`src/rtl/fetch_stage_if.sv`:
```
// Instruction-memory read port between fetch_stage (master) and the memory (slave).
// The request is held until a single-cycle resp pulse returns the instruction word.
interface fetch_stage_if;
  logic        imem_read;
  logic [31:0] imem_address;
  logic        imem_resp;
  logic [31:0] imem_rdata;

  modport master (output imem_read, imem_address, input imem_resp, imem_rdata);
  modport slave  (input imem_read, imem_address, output imem_resp, imem_rdata);
endinterface

```
`src/rtl/fetch_stage.sv`:
```
// RV32I instruction-fetch stage: owns the PC, talks to imem, presents a registered instruction.
// Optional macro FETCH_PERF_CNT_EN adds perf_fetched / perf_bubbles counters.
module fetch_stage #(
  parameter logic [31:0] RESET_PC  = 32'h0000_0060,
  parameter logic [31:0] NOP_INSTR = 32'h0000_0013
) (
  input  logic                 clk,
  input  logic                 rst_n,
  fetch_stage_if.master        imem,
  input  logic                 stall,
  input  logic                 redirect,
  input  logic [31:0]          redirect_pc,
  output logic                 out_valid,
  output logic [31:0]          out_pc,
  output logic [31:0]          out_instr,
  output logic [6:0]           out_opcode,
  output logic [2:0]           out_funct3,
  output logic [6:0]           out_funct7
`ifdef FETCH_PERF_CNT_EN
  ,
  output logic [31:0]          perf_fetched,
  output logic [31:0]          perf_bubbles
`endif
);

  typedef enum logic [1:0] {FETCH, HOLD, DROP} state_t;

  state_t      state;
  logic [31:0] pc;
  logic [31:0] target_q;
  logic [31:0] hold_pc;
  logic [31:0] hold_instr;
  logic [31:0] redirect_target;
  logic        out_free;
  logic        consume;

  assign redirect_target = redirect_pc & ~32'h3;
  assign out_free        = !out_valid || !stall;
  assign consume         = out_valid && !stall;

  // Gated by rst_n so the request drops the instant reset asserts and rises right after release.
  assign imem.imem_read    = rst_n && (state != HOLD);
  assign imem.imem_address = pc;

  assign out_opcode = out_instr[6:0];
  assign out_funct3 = out_instr[14:12];
  assign out_funct7 = out_instr[31:25];

  // NOTE: sequential state uses non-blocking (<=) so every flop samples pre-edge values.
  always_ff @(posedge clk or negedge rst_n) begin
    if (!rst_n) begin
      state      <= FETCH;
      pc         <= RESET_PC;
      target_q   <= RESET_PC;
      hold_pc    <= '0;
      hold_instr <= NOP_INSTR;
      out_valid  <= 1'b0;
      out_pc     <= '0;
      out_instr  <= NOP_INSTR;
    end else if (redirect) begin
      out_valid <= 1'b0;
      out_instr <= NOP_INSTR;
      unique case (state)
        FETCH: begin
          if (imem.imem_resp) begin
            pc <= redirect_target;
          end else begin
            target_q <= redirect_target;
            state    <= DROP;
          end
        end
        HOLD: begin
          pc    <= redirect_target;
          state <= FETCH;
        end
        DROP: begin
          // A response landing with a newer redirect goes straight to the newest target.
          if (imem.imem_resp) begin
            pc    <= redirect_target;
            state <= FETCH;
          end else begin
            target_q <= redirect_target;
          end
        end
        default: state <= FETCH;
      endcase
    end else begin
      unique case (state)
        FETCH: begin
          if (imem.imem_resp) begin
            if (out_free) begin
              out_valid <= 1'b1;
              out_instr <= imem.imem_rdata;
              out_pc    <= pc;
            end else begin
              hold_instr <= imem.imem_rdata;
              hold_pc    <= pc;
              state      <= HOLD;
            end
            pc <= pc + 32'd4;
          end else if (consume) begin
            out_valid <= 1'b0;
            out_instr <= NOP_INSTR;
          end
        end
        HOLD: begin
          if (!stall) begin
            out_valid <= 1'b1;
            out_instr <= hold_instr;
            out_pc    <= hold_pc;
            state     <= FETCH;
          end
        end
        DROP: begin
          if (imem.imem_resp) begin
            pc    <= target_q;
            state <= FETCH;
          end
        end
        default: state <= FETCH;
      endcase
    end
  end

`ifdef FETCH_PERF_CNT_EN
  always_ff @(posedge clk or negedge rst_n) begin
    if (!rst_n) begin
      perf_fetched <= '0;
      perf_bubbles <= '0;
    end else begin
      if (consume) perf_fetched <= perf_fetched + 32'd1;
      if (!out_valid && !stall) perf_bubbles <= perf_bubbles + 32'd1;
    end
  end
`endif

endmodule

```
`src/flat_wrapper.sv`:
```
// flat-port wrapper written by rule: the top's interface ports become plain ports
module fetch_stage_flat 
#(
  parameter logic [31:0] RESET_PC  = 32'h0000_0060,
  parameter logic [31:0] NOP_INSTR = 32'h0000_0013
)
  (clk, rst_n, stall, redirect, redirect_pc, out_valid, out_pc, out_instr, out_opcode, out_funct3, out_funct7, imem_imem_read, imem_imem_address, imem_imem_resp, imem_imem_rdata);
  fetch_stage_if imem_i ();
  input  logic clk;
  input  logic rst_n;
  input  logic stall;
  input  logic redirect;
  input  logic [31:0] redirect_pc;
  output logic out_valid;
  output logic [31:0] out_pc;
  output logic [31:0] out_instr;
  output logic [6:0] out_opcode;
  output logic [2:0] out_funct3;
  output logic [6:0] out_funct7;
  output wire logic [$bits(imem_i.imem_read)-1:0] imem_imem_read;
  output wire logic [$bits(imem_i.imem_address)-1:0] imem_imem_address;
  input wire logic [$bits(imem_i.imem_resp)-1:0] imem_imem_resp;
  input wire logic [$bits(imem_i.imem_rdata)-1:0] imem_imem_rdata;
  assign imem_imem_read = imem_i.imem_read;
  assign imem_imem_address = imem_i.imem_address;
  assign imem_i.imem_resp = imem_imem_resp;
  assign imem_i.imem_rdata = imem_imem_rdata;
  fetch_stage #(.RESET_PC(RESET_PC), .NOP_INSTR(NOP_INSTR)) u_core (.clk(clk), .rst_n(rst_n), .imem(imem_i), .stall(stall), .redirect(redirect), .redirect_pc(redirect_pc), .out_valid(out_valid), .out_pc(out_pc), .out_instr(out_instr), .out_opcode(out_opcode), .out_funct3(out_funct3), .out_funct7(out_funct7));
endmodule
```
`config.mk`:
```
export PLATFORM = sky130hd
export DESIGN_NAME = fetch_stage_flat
export DESIGN_NICKNAME = d
export VERILOG_FILES = /design/src/rtl/fetch_stage_if.sv /design/src/rtl/fetch_stage.sv /design/src/flat_wrapper.sv
export SDC_FILE = /design/constraint.sdc
export NUM_CORES = 1
export LEC_CHECK = 0
export ABC_AREA = 1
export CAP_MARGIN = 15
export CORE_UTILIZATION = 57
export DETAILED_ROUTE_END_ITERATION = 12
export DONT_BUFFER_PORTS = 1
export GPL_TIMING_DRIVEN = 1
export PLACE_DENSITY = 0.72
export SLEW_MARGIN = 20
export SYNTH_ARGS = -nofsm -noshare
export SYNTH_HDL_FRONTEND = slang
export SYNTH_SLANG_ARGS = --single-unit
```
`constraint.sdc`:
```
create_clock -name clk -period 2.3 [get_ports clk]
set_clock_uncertainty 0.15 [all_clocks]
set_input_delay 0.23 -clock clk [delete_from_list [all_inputs] [get_ports clk]]
set_output_delay 0.23 -clock clk [all_outputs]
set_load 0.02 [all_outputs]
```
# Word-level counts from Yosys, hierarchy flattened
# Index checks and enable logic that the tools add are counted.
[totals]
regBits = 193
input_bits = 69
output_inout_bits = 115
wordCells = 73
[op_classes]
add_sub_neg = 1
n_eq_ne = 15
mux = 30
n_bitwise = 3
reduce_logical = 16
[op_table]
columns = ["operator", "count"]
rows = [
  ["32-bit 2-to-1 mux", 12],
  ["32-bit case mux with 2 select lines", 4],
  ["32-bit by 3-bit adder with 32-bit output, second input constant", 1],
  ["3-bit inequality test, second input constant", 5],
  ["2-bit 2-to-1 mux", 6],
  ["4-bit AND reduction", 3],
  ["5-bit AND reduction", 2],
  ["4-bit by 3-bit inequality test with 1-bit output, second input constant", 2],
  ["3-bit by 2-bit inequality test with 1-bit output, second input constant", 2],
  ["2-bit case mux with 3 select lines", 1],
  ["3-bit nonzero test", 2],
  ["1-bit 2-to-1 mux", 5],
  ["2-bit by 1-bit inequality test with 1-bit output, second input constant", 2],
  ["2-bit inequality test, second input constant", 2],
  ["2-bit case mux with 2 select lines", 1],
  ["1-bit inverter", 3],
  ["3-bit AND reduction", 1],
  ["2-bit by 1-bit == test with 1-bit output, second input constant", 1],
  ["2-bit == test, second input constant", 1],
  ["1-bit logical AND", 2],
  ["1-bit logical NOT", 2],
  ["2-bit logical NOT", 1],
  ["1-bit case mux with 2 select lines", 1],
  ["2-bit nonzero test", 1],
  ["2 further kinds", 2],
]

# Logic depth before layout (Yosys ltp)
[depth]
ltp_word = 6
mapped_depth = 11
ltp_nobuf = 11

# Worst setup path after synthesis
# No wires, ideal clock.
[synth_path]
path_kind = "reg-to-reg"
from = "reg u_core.pc[3], in the netlist u_core.imem.imem_address[3]"
to = "reg u_core.pc[30], in the netlist u_core.imem.imem_address[30]"
setup_ns = 0.117
arrival_ns = 1.513
required_time_ns = 2.033
setup_slack_ns = 0.521
stages_incl_launch_ff = 11
path_buffers = 0
synth_period_minus_slack_ns = 1.779
path_cell_list = "dfrtp_1 ha_1 nand2_1 nor2_2 nand2_2 nor2_1 nand3_1 nand3_1 nand2_1 nand2_1 nand2_1"
[synth_via]
elab_chain_cells = 4
[synth_lines]
columns = ["element", "line", "text"]
rows = [
  ["from (decl)", "fetch_stage.sv:29", "logic [31:0] pc;"],
  ["from (signal assigned)", "fetch_stage.sv:66", "pc <= redirect_target;"],
  ["from (signal assigned)", "fetch_stage.sv:73", "pc <= redirect_target;"],
  ["from (signal assigned)", "fetch_stage.sv:79", "pc <= redirect_target;"],
  ["32-bit by 3-bit adder with 32-bit output", "fetch_stage.sv:100", "pc <= pc + 32'd4;"],
  ["32-bit 2-to-1 mux", "fetch_stage.sv:90", "if (imem.imem_resp) begin"],
  ["32-bit case mux with 2 select lines", "fetch_stage.sv:88", "unique case (state)"],
  ["32-bit 2-to-1 mux", "fetch_stage.sv:60", "end else if (redirect) begin"],
]
# Every way passes these cells. The select of a mux whose other input is x is not followed.
# A chain may end at the register's enable or synchronous reset.

# Worst setup path in the final report
[layout_path]
from = "reg u_core.state[0]"
to = "out imem_imem_read"
[layout_via]
elab_chain_cells = 2
[layout_lines]
columns = ["element", "line", "text"]
rows = [
  ["from (decl)", "fetch_stage.sv:28", "state_t state;"],
  ["from (signal assigned)", "fetch_stage.sv:52", "state <= FETCH;"],
  ["from (signal assigned)", "fetch_stage.sv:69", "state <= DROP;"],
  ["from (signal assigned)", "fetch_stage.sv:74", "state <= FETCH;"],
  ["2-bit by 1-bit inequality test with 1-bit output", "fetch_stage.sv:42", "assign imem.imem_read = rst_n && (state != HOLD);"],
  ["1-bit logical AND", "fetch_stage.sv:42", ""],
  ["to (decl)", "flat_wrapper.sv:20", "output wire logic [$bits(imem_i.imem_read)-1:0] imem_imem_read;"],
]
# Every way passes these cells.

==> run metrics <==
outcome finished with violations; failing checks hold timing; CP arrival 1680 ps; Initial Util 0.588; WP data required 1920 ps; clk sink count 187; Inst Count DP 1375; cells after synthesis 1220; switch share 0.323; Final nets 1320; Seq cells post-synth 187; Clock power frac 0.324; post-route ant nets 0; clk root buf clkbuf_16; Yosys cell types 37; Max Fclk 0.484 GHz; Filler cells 1363; sw power 3.02 mW; Placement Setup Slack 318 ps; Slew @ Worst Pin 923 ps; number of global-route vias before repair 7268; Detail Placement HPWL 14800 µm; reg2reg path depth 8; Antenna Cells 0; layout cell share with drive strength beyond 1 0.0792; final hold viol count 187; I/O pin cnt 184; Clk Latency, worst-skew pair 430 ps; All-Layer GR Usage 0.290; Startpoint Class flip-flop; post-cts resize count 0; global placement routability congestion 0.862; MaxCap Viol Count 0; CP Class flip-flop to primary output; Seq/Total Area, Yosys 0.501; final worst slack 235 ps; crit path max fanout 44; worst hold slack -662 ps; Clock Pin Slew Worst Setup and Hold Paths 70 ps; total negative setup slack 0 ps; GRT overflow 0; antenna violations before repair 0; RSZ-0062 raised after global routing no; die width 130 µm; vias per cell 5.42; Synth top area share 0.473; Post-synth EDFFs 0; Starting DRT DRC Count 802; Core Footprint 15900 µm²; die footprint 17000 µm²; final setup violation count 0; Max IR drop VDD 0.000582 V; Die Y-Extent 130 µm; Leakage 5.26 nW; Finished Layout Cells 1479; Avg WL per Cell 15.8 µm; Max Transition Viols Final 0; detailed-route via count 8014; Hold Path Class primary input to asynchronous set/reset pin; setup bufs post-CTS 0; Ys Warns 0; Int Pwr 6.32 mW; final worst path period share 0.898; first-pass GRT wire length 37500 µm; CTS Hold Bufs 72; WL final 23300 µm; Synth Cell Area 9370 µm²; CP Capture Type primary output; largest net degree at the start of global routing 189; Mapped Avg Cell Area 7.68 µm²; number of port buffers 0; 1st-pass router iterations 5; Gate power share 0.164; Cell Rows 46; drt drc 0; CTS tree yes; async set-reset flop share out of synthesis 1.00; TritonCTS Buffers 17; Flop pwr share 0.512; Worst slew margin 0.383; Longest Clk Path Bufs 2; Area contributors post-synth dfrtp_1, nand2_1, o21ai_0; Power per Cell Area 869 nW/µm²; H-tree depth 4; Top FF cell, synth dfrtp_1; fin crit period 2060 ps; Synth area leader dfrtp_1; P&R area growth vs syn 14.7%
## layout by cell type, fill, tap and decap left out, types with 3 or more instances in the layout
| cell type | count |
|---|---|
| dfstp_2 | 10 |
| o21ai_2 | 10 |
| buf_12 | 4 |
| inv_1 | 101 |
| dfrtp_1 | 177 |
| inv_2 | 4 |
| o211ai_1 | 3 |
| dlygate4sd3_1 | 71 |
| nor2_2 | 4 |
| nand2_1 | 450 |
| nor2_4 | 4 |
| clkinvlp_4 | 4 |
| o21ai_1 | 40 |
| nand3_1 | 44 |
| xor2_1 | 4 |
| o31ai_1 | 22 |
| conb_1 | 4 |
| nor2_1 | 39 |
| clkbuf_16 | 17 |
| nand2_2 | 5 |
| a21oi_1 | 50 |
| buf_4 | 21 |
| bufinv_16 | 3 |
| o21ai_0 | 142 |
| o22a_1 | 3 |
## per-stage QoR
| stage | utilization | cell area, µm² | power [mW] | hold slack (ps) |
|---|---|---|---|---|
| after floorplan | - | 9380 | 5.81 | -216 |
| after global placement | 0.590 | 9410 | 6.16 | -211 |
| after detailed placement | 0.590 | 9410 | 6.22 | -212 |
| after CTS | 0.674 | 10700 | 9.36 | -676 |
| after global routing | 0.674 | 10700 | 9.84 | -680 |
| final | 0.674 | 10700 | 9.34 | -662 |
## sequential cells by signal, indices dropped and copies added, names as in the netlist
name,flops
u_core.hold_instr,32
u_core.hold_pc,30
u_core.imem.imem_address,30
u_core.out_instr,32
u_core.out_pc,30
u_core.out_valid,1
u_core.state,2
u_core.target_q,30
## layer usage
metal / share of wire / up-vias / GRT usage
met5: 0 / - / 0
met4: 0.012 / 0 / 0.0882
met3: 0.084 / 22 / 0.0672
met2: 0.43 / 320 / 0.407
met1: 0.47 / 3731 / 0.441
li1: - / 3941 / -
## critical path: stages, from the launching register on
cell	delay, ps
dfrtp_1	410
inv_2	150
nor2_4	60
buf_4	270
nor2_1	350
## synth_stat cells, drive strengths merged (2+ instances only)
master / n
dfstp: 10
inv: 107
o31ai: 22
o22a: 3
o211ai: 3
o21ai: 192
nand2: 455
nor3: 2
nand3b: 2
and2: 2
nor2: 47
nand3: 46
xor2: 4
dfrtp: 177
a21oi: 50
clkbuf: 37
buf: 51
## cells by family after synthesis
logic type / synth area share
AO/OA/AOI/OAI: 0.160
XOR/XNOR: 0.00467
adder cells (fa/ha/maj): 0.00133
buffers and inverters: 0.0940
flip-flops: 0.501
multiplexers: 0.00120
other: 0.000400
AND/OR/NAND/NOR: 0.238
## power by group through the flow
| stage | Sequential, mW | Combinational, mW | Clock (mW) |
|---|---|---|---|
| 2_1_floorplan | 4.69 | 1.12 | 0 |
| 3_3_place_gp | 4.81 | 1.35 | 0 |
| 3_5_place_dp | 4.83 | 1.39 | 0 |
| 4_1_cts | 4.77 | 1.52 | 3.07 |
| 5_1_grt | 4.87 | 1.77 | 3.20 |
| 6_report | 4.78 | 1.53 | 3.03 |
## layout make-up
type | instances | area (µm²) | share of cell area
timing repair buffer | 96 | 948 | 0.0883
sequential | 187 | 4690 | 0.437
inverter | 107 | 405 | 0.0377
multi-input combinational | 841 | 3820 | 0.355
tap | 216 | 270 | 0.0252
clock inverter | 12 | 163 | 0.0151
clock buffer | 20 | 447 | 0.0416
## path summary, 6_finish.rpt
kind	from	slack [ps]	to
max	u_core.state[0]$_DFFE_PN0P_	240	imem_imem_read
min	rst_n	-660	u_core.out_instr[7]$_DFFE_PN0P_
max reg2reg	u_core.imem.imem_address[5]$_DFFE_PN1P_	280	u_core.imem.imem_address[14]$_DFFE_PN0P_
min reg2reg	u_core.hold_instr[29]$_DFFE_PN0P_	320	u_core.hold_instr[29]$_DFFE_PN0P_
max in group asynchronous	rst_n	2290	u_core.imem.imem_address[6]$_DFFE_PN1P_
min in group clk	redirect	30	u_core.imem.imem_address[2]$_DFFE_PN0P_
(Power assumes the default switching activity.)
